===== src/rtl/mem_port_arbiter.sv =====
// Shares one memory port between fetch (IF) and load/store (D); grants are combinational, responses arrive MEM_LAT cycles after the grant.
// One access is in flight at a time; requesters hold req until gnt. Define MEM_ARB_RR_EN for round-robin on contention (default: data wins).
module mem_port_arbiter #(
    parameter int ADDR_W  = 32,
    parameter int DATA_W  = 32,
    parameter int MEM_LAT = 2
) (
    input  logic              clk,
    input  logic              rst,
    input  logic              if_req,
    input  logic [ADDR_W-1:0] if_addr,
    input  logic              if_kill,
    output logic              if_gnt,
    output logic              if_rvalid,
    output logic [DATA_W-1:0] if_rdata,
    input  logic              d_req,
    input  logic              d_we,
    input  logic [2:0]        d_funct3,
    input  logic [ADDR_W-1:0] d_addr,
    input  logic [DATA_W-1:0] d_wdata,
    output logic              d_gnt,
    output logic              d_rvalid,
    output logic [DATA_W-1:0] d_rdata,
    output logic              mem_en,
    output logic              mem_we,
    output logic [2:0]        mem_funct3,
    output logic [ADDR_W-1:0] mem_addr,
    output logic [DATA_W-1:0] mem_wdata,
    input  logic [DATA_W-1:0] mem_rdata,
    output logic              busy
);
    typedef enum logic {S_IDLE, S_WAIT} state_t;

    localparam logic [3:0] CNT_INIT = 4'(MEM_LAT - 1);

    state_t     state_q, state_d;
    logic [3:0] cnt_q, cnt_d;
    logic       kill_q, kill_d;
    logic       own_d_q, own_d_d;
    logic       store_q, store_d;
    logic       resp, slot, pref_d, win_d, gnt_any;

`ifdef MEM_ARB_RR_EN
    // rr_q = 1 means the data port is preferred on the next contention
    logic rr_q;
    always_ff @(posedge clk or negedge rst) begin
        if (!rst) begin
            rr_q <= 1'b0;
        end else if (gnt_any) begin
            rr_q <= if_gnt;
        end
    end
    assign pref_d = rr_q;
`else
    assign pref_d = 1'b1;
`endif

    always_comb begin
        resp    = (state_q == S_WAIT) && (cnt_q == 4'd0);
        slot    = rst && ((state_q == S_IDLE) || resp);
        win_d   = d_req && (!if_req || pref_d);
        d_gnt   = slot && win_d;
        if_gnt  = slot && if_req && !win_d;
        gnt_any = d_gnt || if_gnt;

        mem_en     = gnt_any;
        mem_we     = d_gnt && d_we;
        mem_funct3 = d_gnt ? d_funct3 : (if_gnt ? 3'b010 : 3'b000);
        mem_addr   = d_gnt ? d_addr : (if_gnt ? if_addr : '0);
        mem_wdata  = d_gnt ? d_wdata : '0;

        // a kill raised in the response cycle itself still suppresses that response
        if_rvalid = resp && !own_d_q && !(kill_q || if_kill);
        if_rdata  = if_rvalid ? mem_rdata : '0;
        d_rvalid  = resp && own_d_q;
        d_rdata   = (d_rvalid && !store_q) ? mem_rdata : '0;
        busy      = (state_q == S_WAIT);
    end

    always_comb begin
        state_d = state_q;
        cnt_d   = cnt_q;
        kill_d  = kill_q;
        own_d_d = own_d_q;
        store_d = store_q;
        if (gnt_any) begin
            state_d = S_WAIT;
            cnt_d   = CNT_INIT;
            kill_d  = 1'b0;
            own_d_d = d_gnt;
            store_d = d_gnt && d_we;
        end else if (resp) begin
            state_d = S_IDLE;
            kill_d  = 1'b0;
        end else if (state_q == S_WAIT) begin
            cnt_d  = cnt_q - 4'd1;
            kill_d = kill_q || (if_kill && !own_d_q);
        end
    end

    always_ff @(posedge clk or negedge rst) begin
        if (!rst) begin
            state_q <= S_IDLE;
            cnt_q   <= 4'd0;
            kill_q  <= 1'b0;
            own_d_q <= 1'b0;
            store_q <= 1'b0;
        end else begin
            state_q <= state_d;
            cnt_q   <= cnt_d;
            kill_q  <= kill_d;
            own_d_q <= own_d_d;
            store_q <= store_d;
        end
    end
endmodule


===== config.mk =====
export PLATFORM = sky130hd
export DESIGN_NAME = mem_port_arbiter
export DESIGN_NICKNAME = d
export VERILOG_FILES = /design/src/rtl/mem_port_arbiter.sv
export SDC_FILE = /design/constraint.sdc
export NUM_CORES = 1
export LEC_CHECK = 0
export CELL_PAD_IN_SITES_DETAIL_PLACEMENT = 1
export CELL_PAD_IN_SITES_GLOBAL_PLACEMENT = 1
export CORE_UTILIZATION = 11
export DETAILED_ROUTE_END_ITERATION = 8
export GPL_ROUTABILITY_DRIVEN = 1
export PLACE_DENSITY_LB_ADDON = 0.1
export REMOVE_ABC_BUFFERS = 1
export SYNTH_ARGS = -nofsm -noshare
export SYNTH_HDL_FRONTEND = slang
export SYNTH_SLANG_ARGS = --single-unit

===== constraint.sdc =====
create_clock -name clk -period 2.5 [get_ports clk]
set_input_delay 0.25 -clock clk [delete_from_list [all_inputs] [get_ports clk]]
set_output_delay 0.25 -clock clk [all_outputs]
set_load 0.01 [all_outputs]

After elaboration in Yosys (flattened, before gate mapping)
Index checks and enable logic that the tools add are counted.
{"block": "totals", "mem_bits_ro": 0, "ram_bits": 0, "latch_bits": 0, "register_bits": 8, "in_bits": 137, "mem_count": 0}
{"block": "op_classes", "bitwise_logic": 1, "n_mux": 15, "shift": 0, "reduce_logical": 24, "addsub": 1, "n_mul": 0, "div": 0, "order_cmp": 0, "n_eq_ne": 1}
{"op": "$mux 32", "n": 5}
{"op": "$mux 4", "n": 3}
{"op": "$logic_and 1x1->1", "n": 11}
{"op": "$mux 1", "n": 5}
{"op": "$logic_not 1->1", "n": 4}
{"op": "$logic_not 4->1", "n": 1}
{"op": "$logic_or 1x1->1", "n": 4}
{"op": "$reduce_bool 2->1", "n": 2}
{"op": "$sub 4x1->4 const B", "n": 1}
{"op": "$mux 3", "n": 1}
{"op": "$reduce_bool 3->1", "n": 1}
{"op": "$mux 2", "n": 1}
{"op": "$ne 2x2->1 const B", "n": 1}
{"op": "$reduce_and 2->1", "n": 1}
{"op": "$not 1->1", "n": 1}

Logic depth before layout (Yosys ltp)
{"block": "logic_depth", "ltp_word": 9, "depth_mapped": 7, "depth_no_buf": 5}

Worst setup path after synthesis
No wires, ideal clock.
{"block": "synth_timing", "path_type": "register -> output", "from": "register cnt_q[0]", "to": "output mem_wdata[14]", "required_ps": 2250, "slack_ps": 612, "stages_incl_launch_ff": 8, "path_buffers": 2, "arrival_ps": 1638, "cell_sequence": "dfrtp_1 -> inv_1 -> ha_1 -> or3b_1 -> a21oi_2 -> buf_4 -> buf_4 -> and2_1"}
{"block": "synth_between", "elab_chain_cells": 6}
{"element": "start: declaration", "line": "37", "text": "logic [3:0] cnt_q, cnt_d;"}
{"element": "start signal: assignment", "line": "110", "text": "cnt_q <= cnt_d;"}
{"element": "$logic_not 4->1", "line": "59", "text": "resp = (state_q == S_WAIT) && (cnt_q == 4'd0);"}
{"element": "$logic_and 1x1->1", "line": "59"}
{"element": "$logic_or 1x1->1", "line": "60", "text": "slot = rst && ((state_q == S_IDLE) || resp);"}
{"element": "$logic_and 1x1->1", "line": "60"}
{"element": "$logic_and 1x1->1", "line": "62", "text": "d_gnt = slot && win_d;"}
{"element": "$mux 32", "line": "70", "text": "mem_wdata = d_gnt ? d_wdata : '0;"}
{"element": "end: declaration", "line": "28", "text": "output logic [DATA_W-1:0] mem_wdata,"}
No other way between the ends.

Worst setup path in the final report
{"block": "layout_timing", "from": "register cnt_q[1]", "to": "output mem_wdata[5]"}
The elaborated chain is that of the path after synthesis.

==> results_dict.tcl <==
set metrics [dict create \
    die_h_um 121 \
    cts_max_path_buffers 2 \
    die_area_um2 14500 \
    register_area_um2 200 \
    worstHoldPathType "in2async" \
    post-place-ws_ns 0.0653 \
    ys_seq_area_frac 0.130 \
    vias 2761 \
    viasPerCell 4.02 \
    ant_nets 0 \
    synthCells 237 \
    crit_type "reg2out" \
    drive_gt1_frac 0.0608 \
    io_buffers 274 \
    syn_area_per_cell_um2 6.52 \
    clockRootBuffer "clkbuf_16" \
    yosysMostFrequentCell "and2_1" \
    fin_nets 650 \
    fin_crit_sh 0.974 \
    power.density_nw_per_um2 460 \
    yosysTopAreaCell "and2_1" \
    hold_viol_final 0 \
    fmax_mhz 411 \
    globalRouteTotalUtil 0.132 \
    synth_area_um2 1550 \
    drv_slew 0 \
    hpwlAfterDp_um 8820 \
    start_util 0.115 \
    postSynth.asyncResetShare 1.00 \
    routed_wl_um 10800 \
    synth_common_cells "99 x and2_1, 36 x nor2_1, 32 x a22oi_1" \
    clock_sinks 8 \
    setup_viol 0 \
    synth_seq_cells 8 \
    cp-start-kind "register" \
    row_count 42 \
    status "completed" \
    synthTopCellsByArea "and2_1 40%, a22oi_1 16%, dfrtp_1 13%, nor2_1 8.7%, clkbuf_1 3.2%" \
    endpoint_kind "primary output" \
    multi_input_area_um2 1290 \
    overflow 0 \
    area_growth_pct 213 \
    period_needed_ns 2.43 \
    clkTransAtPathRegs_ns 0.04 \
    worstSkewPairLatency_ns 0.23 \
    die_w_um 121 \
    antenna_cells 0 \
    dr.pass1.iters 4 \
    cts_inserted_buffers 3 \
    synth_edf_count 0 \
    io-pin-count 275 \
    grt_max_degree 39 \
    cp.arrival_ns 2.18 \
    ys_warn_count 0 \
    fillers 1589 \
    worst_pin_slew_ns 0.348 \
    power.total_w 0.00222 \
    drv_cap 0 \
    cts_tree "yes" \
    synthFlopType "dfrtp_1" \
    hold_buffers 0 \
    ir_drop_mv 0.241 \
    grt_pass1_wl_um 15100 \
    drc 0 \
    required_ns 2.25 \
    routedWlPerCell_um 15.8 \
    crit_fanout 19 \
    whs_ns 0.474 \
    antenna_found_initial 0 \
    grt_pass1_vias 2735 \
    htree_levels 1 \
    fp.coreArea_um2 13500 \
    slew_headroom 0.767 \
    synth_top_area_frac 0.401 \
    gp_congestion 0.761 \
    timing.setup.tns_ns 0 \
    first_iter_violations 82 \
    setup_ws_ns 0.0653 \
    p_leak_nw 2.53 \
    synth_cell_types 31 \
    finClkSkew_ns 0.00286 \
]
worst paths after layout:
| kind | from | to | slack [ns] | cells past startpoint |
|---|---|---|---|---|
| min | rst | cnt_q[1]$_DFFE_PN0P_ | 0.47 | 2 |
| min reg2reg | store_q$_DFFE_PN0P_ | store_q$_DFFE_PN0P_ | 0.56 | 2 |
| min in group clk | store_q$_DFFE_PN0P_ | store_q$_DFFE_PN0P_ | 0.56 | 2 |
| max | cnt_q[1]$_DFFE_PN0P_ | mem_wdata[5] | 0.07 | 8 |
| max in group asynchronous | rst | kill_q$_DFFE_PN0P_ | 1.91 | 2 |
| max reg2reg | cnt_q[1]$_DFFE_PN0P_ | store_q$_DFFE_PN0P_ | 0.77 | 7 |
power breakdown:
group	internal (W)	switching, W
combinational	0.000949	0.000738
sequential	0.000194	0.0000756
clock	0.000206	0.0000617
total	0.00135	0.000875
area by class of cell:
type                            instances  share of cell area
Multi-Input combinational cell        202               0.267
Tap cell                              176              0.0456
Sequential cell                         8              0.0414
Inverter                                5             0.00388
Timing Repair Buffer                  292               0.626
Clock buffer                            3              0.0155
cells by family (layout without fill, tap and decap cells):
kind of cell / Yosys count / in the layout / synth area share
flops: 8 / 8 / 0.130
mux: 1 / 1 / 0.00648
compound gates: 49 / 49 / 0.224
fa+ha+maj: 1 / 1 / 0.00810
buf+inv: 27 / 300 / 0.0802
simple gates: 151 / 151 / 0.551
state kept, by name, summed over array words and instances, names as in the netlist:
register  cells
busy          1
own_d_q       1
cnt_q         4
store_q       1
kill_q        1
routing by layer:
| layer | GRT usage | vias to the layer above | wire, um |
|---|---|---|---|
| li1 | - | 1337 | - |
| met2 | 0.260 | 155 | 5740 |
| met5 | 0 | - | 0 |
| met1 | 0.142 | 1265 | 4030 |
| met3 | 0.0344 | 4 | 1030 |
| met4 | 0.0185 | 0 | 41 |
cells in the final DEF (no fill, tap or decap):
master and n:
nor2b_1 1, a31oi_1 2, mux2i_1 1, a22oi_1 32, nand4bb_4 1, inv_2 1
dlymetal6s2s_1 33, buf_6 1, a22o_1 1, clkbuf_16 5, o21ai_2 1, nand3_1 1
nor3_4 1, or3b_4 1, clkdlybuf4s50_1 205, o211ai_1 1, dfrtp_1 8, o21bai_1 1
clkdlybuf4s15_1 8, nor3b_2 1, o21a_1 1, nand2_1 5, o2bb2ai_1 1, a21oi_4 1
o21ai_0 2, dlygate4sd2_1 28, buf_4 10, nor3_1 2, inv_1 4, ha_4 1
and2_1 99, nand2b_1 1, nor4_4 1, nor2_1 36, a21oi_1 6, buf_12 5
nor2b_2 1
per-stage QoR:
stage	cells	util	instance area (um2)
3_3_place_gp	679	0.341	4590
6_report	686	0.359	4830
2_1_floorplan	215	-	1440
4_1_cts	682	0.344	4630
5_1_grt	686	0.359	4830
3_5_place_dp	679	0.341	4590
worst max-delay path, stage by stage (launching register included):
cell	delay [ns]
dfrtp_1	0.39
inv_1	0.10
ha_4	0.16
or3b_4	0.40
a21oi_4	0.19
buf_4	0.15
clkbuf_16	0.15
and2_1	0.13
dlygate4sd2_1	0.27
repair_timing:
action | CTS | global route
resized for setup | 38 | 49
setup endpoints to repair | 108 | 68
setup buffers | 0 | 2
cloned | 0 | 2
Note: power is estimated with default switching activity, not from simulation.
